## config.mk

```make
export PLATFORM = sky130hd
export DESIGN_NAME = quic_frame_parser
export DESIGN_NICKNAME = d
export VERILOG_FILES = /design/src/rtl/quic_pkg.sv /design/src/rtl/quic_varint_rx.sv /design/src/rtl/quic_frame_parser.sv
export SDC_FILE = /design/constraint.sdc
export NUM_CORES = 2
export LEC_CHECK = 0
export CAP_MARGIN = 20
export CORE_UTILIZATION = 47
export CTS_CLUSTER_SIZE = 40
export DETAILED_ROUTE_END_ITERATION = 10
export DONT_BUFFER_PORTS = 1
export MAX_ROUTING_LAYER = met4
export PLACE_DENSITY = 0.65
export REMOVE_ABC_BUFFERS = 1
export SETUP_SLACK_MARGIN = 0.02
export SYNTH_ARGS = -nofsm -noshare
export SYNTH_HDL_FRONTEND = slang
export SYNTH_SLANG_ARGS = --single-unit
```

## constraint.sdc

```tcl
create_clock -name clk -period 8.3 [get_ports clk]
set_input_delay 1.66 -clock clk [delete_from_list [all_inputs] [get_ports clk]]
set_output_delay 1.66 -clock clk [all_outputs]
set_load 0.1 [all_outputs]
```

## src/rtl/quic_pkg.sv

```systemverilog
// quic_pkg: shared frame type constants, error codes, parser states and the varint length helper
package quic_pkg;
  localparam logic [7:0] FT_PADDING = 8'h00;
  localparam logic [7:0] FT_PING = 8'h01;
  localparam logic [7:0] FT_ACK = 8'h02;
  localparam logic [7:0] FT_CRYPTO = 8'h06;
  typedef enum logic [1:0] {
    ERR_NONE,
    ERR_UNSUPPORTED,
    ERR_TRUNCATED,
    ERR_ENCODING
  } err_code_e;
  typedef enum logic [3:0] {
    S_TYPE,
    S_ACK_LARGEST,
    S_ACK_DELAY,
    S_ACK_RCOUNT,
    S_ACK_FIRST,
    S_ACK_GAP,
    S_ACK_LEN,
    S_CRYPTO_OFF,
    S_CRYPTO_LEN,
    S_CRYPTO_DATA,
    S_DRAIN
  } state_e;
  function automatic logic [3:0] varint_len(input logic [1:0] prefix);
    return 4'd1 << prefix;
  endfunction
endpackage

```

## src/rtl/quic_varint_rx.sv

```systemverilog
// quic_varint_rx: byte-serial varint accumulator; start/byte_valid/byte_data in, done/value out combinationally on the final byte
module quic_varint_rx import quic_pkg::*; (
  input  logic        clk,
  input  logic        rst,
  input  logic        start,
  input  logic        byte_valid,
  input  logic [7:0]  byte_data,
  output logic        done,
  output logic [61:0] value
);
  logic [2:0] rem;
  logic [53:0] acc;
  logic [3:0] len;
  logic first;
  assign first = start || rem == 3'd0;
  assign len = varint_len(byte_data[7:6]);
  assign done = byte_valid && (first ? len == 4'd1 : rem == 3'd1);
  assign value = first ? {56'd0, byte_data[5:0]} : {acc, byte_data};
  always_ff @(posedge clk) begin
    if (rst) begin
      rem <= '0;
      acc <= '0;
    end else if (byte_valid) begin
      rem <= first ? 3'(len - 4'd1) : rem - 3'd1;
      acc <= first ? {48'd0, byte_data[5:0]} : {acc[45:0], byte_data};
    end
  end
endmodule

```

## src/rtl/quic_frame_parser.sv

```systemverilog
// quic_frame_parser: byte-serial QUIC payload frame splitter; in_valid/in_data/in_last in, CRYPTO bytes, ACK fields, err and per-packet status out
module quic_frame_parser import quic_pkg::*; #(
  parameter int MAX_ACK_RANGES = 8
) (
  input  logic        clk,
  input  logic        rst,
  input  logic        in_valid,
  input  logic [7:0]  in_data,
  input  logic        in_last,
  output logic        crypto_valid,
  output logic [7:0]  crypto_data,
  output logic [61:0] crypto_offset,
  output logic        crypto_last,
  output logic        ack_valid,
  output logic [61:0] ack_largest,
  output logic [61:0] ack_delay,
  output logic [61:0] ack_first_range,
  output logic        err,
  output logic [1:0]  err_code,
  output logic        pkt_done,
  output logic        pkt_err,
  output logic        ack_eliciting
);
  localparam int RW = $clog2(MAX_ACK_RANGES + 1);
  state_e st, nxt;
  err_code_e code;
  logic v_start, v_done, ack_done, c_ovf, err_now, elic, emit, sop, pe, ae;
  logic [61:0] v_val, c_off, c_rem, a_l, a_d, a_f;
  logic [62:0] c_sum;
  logic [RW-1:0] rl;
  // Bytes outside varint fields restart the accumulator, so every field begins clean.
  assign v_start = st == S_TYPE || st == S_CRYPTO_DATA || st == S_DRAIN;
  assign c_sum = {1'b0, c_off} + {1'b0, v_val};
  assign c_ovf = c_sum[62] && |c_sum[61:0];
  quic_varint_rx u_varint (
    .clk(clk),
    .rst(rst),
    .start(v_start),
    .byte_valid(in_valid),
    .byte_data(in_data),
    .done(v_done),
    .value(v_val)
  );
  always_ff @(posedge clk) begin
    if (rst) st <= S_TYPE;
    else st <= nxt;
  end
  always_comb begin
    nxt = st;
    code = ERR_NONE;
    ack_done = 1'b0;
    if (in_valid) begin
      case (st)
        S_TYPE: begin
          nxt = (in_data == FT_PADDING || in_data == FT_PING) ? S_TYPE :
                in_data == FT_ACK ? S_ACK_LARGEST :
                in_data == FT_CRYPTO ? S_CRYPTO_OFF : S_DRAIN;
          code = nxt == S_DRAIN ? ERR_UNSUPPORTED : ERR_NONE;
        end
        S_ACK_LARGEST: nxt = v_done ? S_ACK_DELAY : st;
        S_ACK_DELAY: nxt = v_done ? S_ACK_RCOUNT : st;
        S_ACK_RCOUNT: if (v_done) begin
          nxt = v_val > 62'(MAX_ACK_RANGES) ? S_DRAIN : S_ACK_FIRST;
          code = nxt == S_DRAIN ? ERR_ENCODING : ERR_NONE;
        end
        S_ACK_FIRST: if (v_done) begin
          ack_done = rl == '0;
          nxt = ack_done ? S_TYPE : S_ACK_GAP;
        end
        S_ACK_GAP: nxt = v_done ? S_ACK_LEN : st;
        S_ACK_LEN: if (v_done) begin
          ack_done = rl == RW'(1);
          nxt = ack_done ? S_TYPE : S_ACK_GAP;
        end
        S_CRYPTO_OFF: nxt = v_done ? S_CRYPTO_LEN : st;
        S_CRYPTO_LEN: if (v_done) begin
          nxt = c_ovf ? S_DRAIN : v_val == '0 ? S_TYPE : S_CRYPTO_DATA;
          code = c_ovf ? ERR_ENCODING : ERR_NONE;
        end
        S_CRYPTO_DATA: nxt = c_rem == 62'd1 ? S_TYPE : st;
        default: nxt = S_DRAIN;
      endcase
      // A packet may only end on a frame boundary; DRAIN already carries its error.
      if (in_last && code == ERR_NONE && st != S_DRAIN && nxt != S_TYPE) code = ERR_TRUNCATED;
      if (in_last) nxt = S_TYPE;
    end
  end
  always_comb begin
    err_now = code != ERR_NONE;
    elic = in_valid && st == S_TYPE && in_data != FT_PADDING && in_data != FT_ACK;
    emit = in_valid && st == S_CRYPTO_DATA;
  end
  always_ff @(posedge clk) begin
    if (rst) begin
      crypto_valid <= 1'b0;
      crypto_data <= '0;
      crypto_offset <= '0;
      crypto_last <= 1'b0;
      ack_valid <= 1'b0;
      ack_largest <= '0;
      ack_delay <= '0;
      ack_first_range <= '0;
      err <= 1'b0;
      err_code <= '0;
      pkt_done <= 1'b0;
      pkt_err <= 1'b0;
      ack_eliciting <= 1'b0;
      sop <= 1'b1;
      pe <= 1'b0;
      ae <= 1'b0;
      c_off <= '0;
      c_rem <= '0;
      a_l <= '0;
      a_d <= '0;
      a_f <= '0;
      rl <= '0;
    end else begin
      crypto_valid <= emit;
      crypto_last <= emit && c_rem == 62'd1;
      ack_valid <= ack_done;
      err <= err_now;
      pkt_done <= in_valid && in_last;
      pkt_err <= in_valid && in_last && (pe || err_now);
      ack_eliciting <= in_valid && in_last && (ae || elic);
      if (in_valid) begin
        sop <= in_last;
        pe <= !in_last && (pe || err_now);
        ae <= !in_last && (ae || elic);
        err_code <= err_now ? code : sop ? 2'd0 : err_code;
      end
      if (emit) begin
        crypto_data <= in_data;
        crypto_offset <= c_off;
        c_off <= c_off + 62'd1;
        c_rem <= c_rem - 62'd1;
      end
      if (v_done) begin
        case (st)
          S_CRYPTO_OFF: c_off <= v_val;
          S_CRYPTO_LEN: c_rem <= v_val;
          S_ACK_LARGEST: a_l <= v_val;
          S_ACK_DELAY: a_d <= v_val;
          S_ACK_RCOUNT: rl <= v_val[RW-1:0];
          S_ACK_FIRST: a_f <= v_val;
          S_ACK_LEN: rl <= rl - RW'(1);
          default: ;
        endcase
      end
      if (ack_done) begin
        ack_largest <= a_l;
        ack_delay <= a_d;
        ack_first_range <= st == S_ACK_FIRST ? v_val : a_f;
      end
    end
  end
endmodule

```

### After elaboration in Yosys (flattened, before gate mapping)

Index checks and enable logic that the tools add are counted.

* register bits: 643
* latch bits: 0
* memory bits (writable): 0
* ROM bits: 0
* bits of input ports: 12
* output and inout port bits: 265
* word-level logic and storage cells: 139
* memories: 0

* $add $sub $neg: 6
* multiply operators: 0
* divide/modulo/power cells: 0
* order comparisons: 1
* equality and inequality tests: 21
* shift-type cells: 1
* multiplexer cells: 47
* bitwise logic cells: 0
* reduce and logical (&&, ||, !) cells: 38

Operator list (count)
* $mux 62: 8
* $mux 4: 17
* $add 62x62->63: 1
* $add 62x1->62 const B: 1
* $eq 62x1->1 const B: 1
* $gt 62x4->1 const B: 1
* $logic_not 62->1: 1
* $reduce_or 62->1: 1
* $sub 62x1->62 const B: 1
* $mux 54: 1
* $pmux 4 s10: 1
* $eq 4x4->1 const B: 5
* $mux 2: 9
* $eq 4x3->1 const B: 4
* $logic_and 1x1->1: 15
* $eq 4x1->1 const B: 3
* $mux 3: 3
* $eq 4x2->1 const B: 2
* $eq 8x1->1 const B: 1
* $eq 8x2->1 const B: 1
* $eq 8x3->1 const B: 1
* $logic_not 4->1: 2
* $logic_not 8->1: 1
* $ne 8x2->1 const B: 1
* 17 further kinds: 32

### Longest topological paths before layout

* depth after elaboration: 21
* gate-level depth with buffers: 28
* depth with buffers taken out: 22

### Hierarchy

Synthesis repeated with hierarchy kept, for this count alone.

* cell total of the unflattened synthesis: 3931
* area total of the unflattened synthesis: 30530.5 um^2

By module, submodules not included
* quic_frame_parser: times used 1, cells each 3605, area an instance 27762.9 um^2, sequential area each 11731.3 um^2
* quic_varint_rx: times used 1, cells each 326, area an instance 2767.7 um^2, sequential area each 1141.1 um^2

### Worst setup path after synthesis

No wires, ideal clock.

* kind: register -> register
* start point: register u_varint.rem[0]
* end point: register err
* setup time: 135 ps
* data arrival time: 6171 ps
* data required time: 8165 ps
* path slack: 1995 ps
* stages on the path, launching flop included: 27
* path buffers: 4
* period minus slack after synthesis: 6305 ps
* path through: dfxtp_1 inv_1 ha_1 ha_1 clkbuf_1 a311oi_1 clkbuf_1 clkbuf_1 buf_1 nand2_1 inv_1 ha_1 a21o_1 a31oi_1 o21a_1 o21ai_0 a31o_2 a21oi_1 nand3_1 or4_1 or4_1 or4_1 nor4_1 a21oi_1 a2bb2oi_1 and3_1 a21oi_1

* word-level cells in the longest chain between the ends: 17
* elaborated cells on any way between the ends: 39
* those cells by class: add/sub: 1; order compare: 1; eq/ne: 2; mux: 23; reduce/logical: 12

RTL lines
* from (decl): RTL line quic_varint_rx.sv:11 `logic [2:0] rem;`
* from (signal assigned): RTL line quic_varint_rx.sv:24 `rem <= first ? 3'(len - 4'd1) : rem - 3'd1;`
* $logic_not 3->1 *: RTL line quic_varint_rx.sv:15 `assign first = start || rem == 3'd0;`
* $logic_or 1x1->1 *: RTL line quic_varint_rx.sv:15
* $mux 62 *: RTL line quic_varint_rx.sv:18 `assign value = first ? {56'd0, byte_data[5:0]} : {acc, byte_data};`
* named net u_varint.value[45]: RTL line quic_varint_rx.sv:9 `output logic [61:0] value`
* $add 62x62->63 or $gt 62x4->1 (tied branches): RTL line quic_frame_parser.sv:33, quic_frame_parser.sv:63
* $reduce_or 62->1 or $mux 4 (tied branches): RTL line quic_frame_parser.sv:34, quic_frame_parser.sv:63
* $logic_and 1x1->1 or $eq 4x4->1 (tied branches): RTL line quic_frame_parser.sv:34, quic_frame_parser.sv:64
* $mux 2, on equally long branches: RTL line quic_frame_parser.sv:78, quic_frame_parser.sv:64
* $mux 2, on equally long branches: RTL line quic_frame_parser.sv:76, quic_frame_parser.sv:62
* $pmux 2 s3: RTL line quic_frame_parser.sv:53 `case (st)`
* $mux 2: RTL line quic_frame_parser.sv:52 `if (in_valid) begin`
* $logic_not 2->1: RTL line quic_frame_parser.sv:84 `if (in_last && code == ERR_NONE && st != S_DRAIN && nxt != S_TYPE) code = ERR_TRUNCATED;`
* $logic_and 1x1->1 (3 in series): RTL line quic_frame_parser.sv:84
* $mux 2 *: RTL line quic_frame_parser.sv:84
* $mux 2 *: RTL line quic_frame_parser.sv:52
* $reduce_bool 2->1 *: RTL line quic_frame_parser.sv:89 `err_now = code != ERR_NONE;`
* to (signal assigned): RTL line quic_frame_parser.sv:121 `err <= err_now;`
* to (decl): RTL line quic_frame_parser.sv:18 `output logic err,`

Mark *: on every way through the listed nets, which the timed path passes. The rest lies on a longest branch. The select of a mux whose other input is x is not followed.
A chain may end at the register's enable or synchronous reset.

### Final worst setup path

* start point: register st[1]
* end point: register err_code[0]

* word-level cells in the longest chain between the ends: 21
* elaborated cells on any way between the ends: 55
* those cells by class: add/sub: 1; order compare: 1; eq/ne: 12; mux: 25; reduce/logical: 16

RTL lines
* from (decl): RTL line quic_frame_parser.sv:25 `state_e st, nxt;`
* from (signal assigned): RTL line quic_frame_parser.sv:46 `else st <= nxt;`
* $eq 4x4->1 or $logic_not 4->1 (tied branches): RTL line quic_frame_parser.sv:32 `assign v_start = st == S_TYPE || st == S_CRYPTO_DATA || st == S_DRAIN;`
* $logic_or 1x1->1: RTL line quic_frame_parser.sv:32
* $logic_or 1x1->1 *: RTL line quic_frame_parser.sv:32
* $logic_or 1x1->1 *: RTL line quic_varint_rx.sv:15
* $mux 62 *: RTL line quic_varint_rx.sv:18
* named net u_varint.value[47]: RTL line quic_varint_rx.sv:9
* $add 62x62->63 or $gt 62x4->1 (tied branches): RTL line quic_frame_parser.sv:33, quic_frame_parser.sv:63
* $reduce_or 62->1 or $mux 4 (tied branches): RTL line quic_frame_parser.sv:34, quic_frame_parser.sv:63
* (+4 left out)
* $mux 2: RTL line quic_frame_parser.sv:52
* $logic_not 2->1: RTL line quic_frame_parser.sv:84
* $logic_and 1x1->1 (3 in series): RTL line quic_frame_parser.sv:84
* $mux 2 *: RTL line quic_frame_parser.sv:84
* $mux 2 *: RTL line quic_frame_parser.sv:52
* $reduce_bool 2->1: RTL line quic_frame_parser.sv:89
* $reduce_bool 2->1 (no line)
* $reduce_and 2->1 (no line)
* to (signal assigned): RTL line quic_frame_parser.sv:129 `err_code <= err_now ? code : sop ? 2'd0 : err_code;`
* to (decl): RTL line quic_frame_parser.sv:19 `output logic [1:0] err_code,`

Marks and branches as above.

==> results by group <==
Place
  • Post-DP HPWL: 76600 µm
  • Pre-CTS setup slack: 1.25 ns
  • GPL Wtd Cong: 1.08
  • Dpl cell area: 32100 µm²
  • Number of I/O port buffers: 0

Cells and area
  • Final net count: 4099
  • Share of cells above drive strength 1: 5.12%
  • Area occupied by multi-input gates: 17400 µm²
  • Final instance area: 34400 µm²
  • FILL cells: 6601
  • Sequential cell area: 12900 µm²
  • Area grow syn2layout: 8.68%

Drt
  • Wirelength per Cell: 22.1 µm
  • Max Used Layer: met4
  • Final WL: 109000 µm
  • Via count: 29000
  • Post-route ant nets: 0
  • WL met3: 5990 µm
  • 1st-pass router iterations: 5
  • Drt initial violations: 2690
  • Drc violations: 0
  • M1 WL: 48600 µm
  • Met2 WL post-DR: 51500 µm
  • Via-per-instance ratio: 5.85

Die
  • Die H: 261 µm
  • Chip Width: 261 µm
  • Row count: 94
  • CORE AREA: 66200 µm²
  • DIE AREA: 68300 µm²
  • I/O Pins: 277
  • Initial Utilization: 47.8%

Critical path
  • Largest delay share family, worst path: compound AO/OA/AOI/OAI gates
  • Worst-case reg-to-reg path depth: 22
  • Worst R2R Setup Slack: 1.13 ns
  • WP data arrival: 7.63 ns
  • Buf/Inv on CP: 3
  • Cells along the critical path: xor2_1 > a311oi_4 > buf_4 > nand2_1 > inv_1 > ha_1 > a21o_1 > a31oi_1 > o21a_1 > o21ai_0 > a31o_2 > a21oi_1 > nand3_1 > or4_1 > or4_1 > or4_1 > nor4_1 > a21oi_1 > buf_4 > a2bb2oi_1 > nand3_1 > a31oi_1
  • Startpoint types: flip-flop
  • Worst Path Max Fanout: 28
  • Critical path's largest stage delay: 0.84 ns
  • R2r startpoint: st[1]
  • Critical path's most frequent cell: or4_1
  • WS Path Type: flip-flop to flip-flop
  • Levels on crit path: 22
  • CP max stage cell: dfxtp_1
  • Reg2reg end: err_code[0]
  • CP required: 8.76 ns
  • Critical Path End Type: flip-flop

Logic synthesis
  • Ys Warns: 0
  • Post-synthesis cell count: 4218
  • Syn Area/Cell: 7.50 µm²
  • Sequential-to-total area share from yosys stat: 40.7%
  • Post-synth EDFFs: 0
  • Yosys top cell area share: 40.7%
  • FFs w/ async S/R, synth: 0%
  • Post-synth top area cell: dfxtp_1
  • Unique masters post-synth: 84
  • Synth Cell Area: 31600 µm²
  • Prevailing post-synth register cell: dfxtp_1
  • Synth Register Bits: 643
  • Top post-synthesis cells by area: dfxtp_1 (41%), nor2_1 (8.8%), a21oi_1 (8.2%), nand2_1 (8.1%), a211oi_1 (4.3%)

Timing
  • Final period utilization: 86.4%
  • Final WS setup: 1.13 ns
  • Post-layout minimum cycle time: 7.17 ns
  • Final setup TNS: 0 ns
  • Unrepaired setup endpoints after global routing: no
  • Fmax: 140 MHz
  • Final count of hold timing violations: 0
  • Final setup viols: 0
  • Slew margin rel.: -183%
  • Clock skew: 0.0334 ns
  • Worst-Margin Slew: 4.25 ns
  • Max Slew Vio Count: 564

Outcome
  • Failing checks: slew limit
  • Status: complete, but fails checks

Min path
  • Worst Hold Depth: 2
  • HP Start: a_d[36]
  • WHS Endpoint: ack_delay[36]
  • Worst hold path class: flip-flop to flip-flop

Global route
  • Number of global-route vias before repair: 26300
  • GRT Util Overall: 31.8%
  • Largest net degree at the start of global routing: 641
  • Gr ovfl total: 0
  • Initial antenna violation count: 0
  • First-pass GRT wire length: 163000 µm

CTS
  • CTS Buf Count: 68
  • Clock root buffer: clkbuf_16
  • H-tree levels: 3
  • CTS tree: yes
  • Hold Buf Count CTS: 0
  • Clk slew on worst S/H paths: 0.06 ns
  • Clk Latency, worst-skew pair: 0.63 ns
  • Clk sinks: 643
  • Post-CTS Resized: 0
  • Setup bufs post-CTS: 0
  • Maximum clock path buffer count: 3

Power
  • Power, Total: 6.41 mW
  • Pwr dens: 186 nW/µm²
  • Maximum vdd drop: 0.132 mV
  • P_leak: 12.2 nW

Job
  • Max-cap violations: 0
## layout make-up
| type | instances | share of cell area [%] |
|---|---|---|
| antenna | 1 | 0.00728 |
| clock buffer | 100 | 5.62 |
| clock inverter | 23 | 1.02 |
| inverter | 80 | 0.874 |
| multi-input combinational | 3185 | 50.6 |
| sequential | 643 | 37.5 |
| tap | 864 | 3.15 |
| timing repair buffer | 51 | 1.26 |
## cells by family after synthesis
kind of cell,count (synthesis),share of synthesized area [%]
AO/OA/AOI/OAI,967,18.7
XOR/XNOR,170,4.71
adder cells (fa/ha/maj),85,3.17
buffers and inverters,390,4.67
flip-flops,643,40.7
multiplexers,43,1.37
AND/OR/NAND/NOR,1920,26.7
## layer usage
layer,track usage [%],up-vias
met2,51.0,866
li1,-,14100
met1,41.7,13800
met4,9.67,0
met3,3.94,145
met5,-,-
## power by group
| part | switching, mW | total [mW] | internal, mW |
|---|---|---|---|
| registers | 0.0275 | 3.13 | 3.10 |
| clock network | 1.31 | 3.14 | 1.82 |
| logic | 0.0940 | 0.144 | 0.0497 |
## worst min-delay path, cell delays in order (launching register included)
cell     delay (ns)
dfxtp_1        0.31
nand2_1        0.05
a21oi_1        0.05
## worst max-delay path by stage
stage / start / endpoint / slack [ns]
final: st[1] / err_code[0] / 1.13
after global routing: st[1] / err / 0.78
after CTS: st[1] / err / 1.25
after detailed placement: st[1] / err / 1.25
after global placement: st[1] / err / 1.39
after floorplan: st[2] / ack_first_range[0] / -11.40
## cell usage after synthesis, types with 41 or more instances
cell type / n
nand3_1: 87
o21ai_0: 56
xnor2_1: 106
nand4_1: 51
xor2_1: 64
inv_1: 78
a21oi_1: 517
clkbuf_1: 275
nor2_1: 744
mux2i_1: 41
nor3_1: 117
dfxtp_1: 643
ha_1: 57
a211oi_1: 183
nand2_1: 684
## per-stage QoR
stage	instances	hold WS, ns	util (%)
finish	4947	0.435	51.9
global route	4946	0.464	51.9
CTS	4946	0.435	51.9
detailed placement	4823	0.444	48.5
global placement	4822	0.439	48.4
floorplan	3908	0.424	-
## cells in the final DEF, fill, tap and decap left out, types with 7 or more instances in the layout
| cell | n |
|---|---|
| xor2_1 | 64 |
| o21ai_0 | 56 |
| and4_1 | 15 |
| maj3_1 | 27 |
| a21o_1 | 32 |
| xnor2_1 | 106 |
| nor4_4 | 7 |
| mux2i_1 | 41 |
| nor2_1 | 741 |
| and3_1 | 33 |
| or2_2 | 14 |
| a31oi_1 | 34 |
| a311oi_1 | 11 |
| and2_1 | 16 |
| o21a_1 | 17 |
| a211oi_1 | 183 |
| clkinv_2 | 7 |
| ha_1 | 57 |
| clkbuf_1 | 21 |
| o31ai_1 | 9 |
| nand3_1 | 85 |
| clkbuf_16 | 68 |
| clkbuf_8 | 11 |
| or4_1 | 16 |
| nor2b_1 | 16 |
| nor3_1 | 117 |
| buf_4 | 47 |
| dfxtp_1 | 643 |
| inv_1 | 78 |
| a21oi_1 | 517 |
| o211ai_1 | 19 |
| nor4_1 | 35 |
| nand2b_1 | 33 |
| or3_1 | 12 |
| a31o_2 | 9 |
| nand4_1 | 51 |
| nand2_1 | 682 |
## state kept, by name (all words and copies together) (netlist names), 62 cells and up
signal,count
ack_first_range,62
ack_largest,62
crypto_offset,62
c_off,62
ack_delay,62
c_rem,62
a_f,62
a_d,62
a_l,62
No activity file was read; power rests on OpenSTA's default activity.
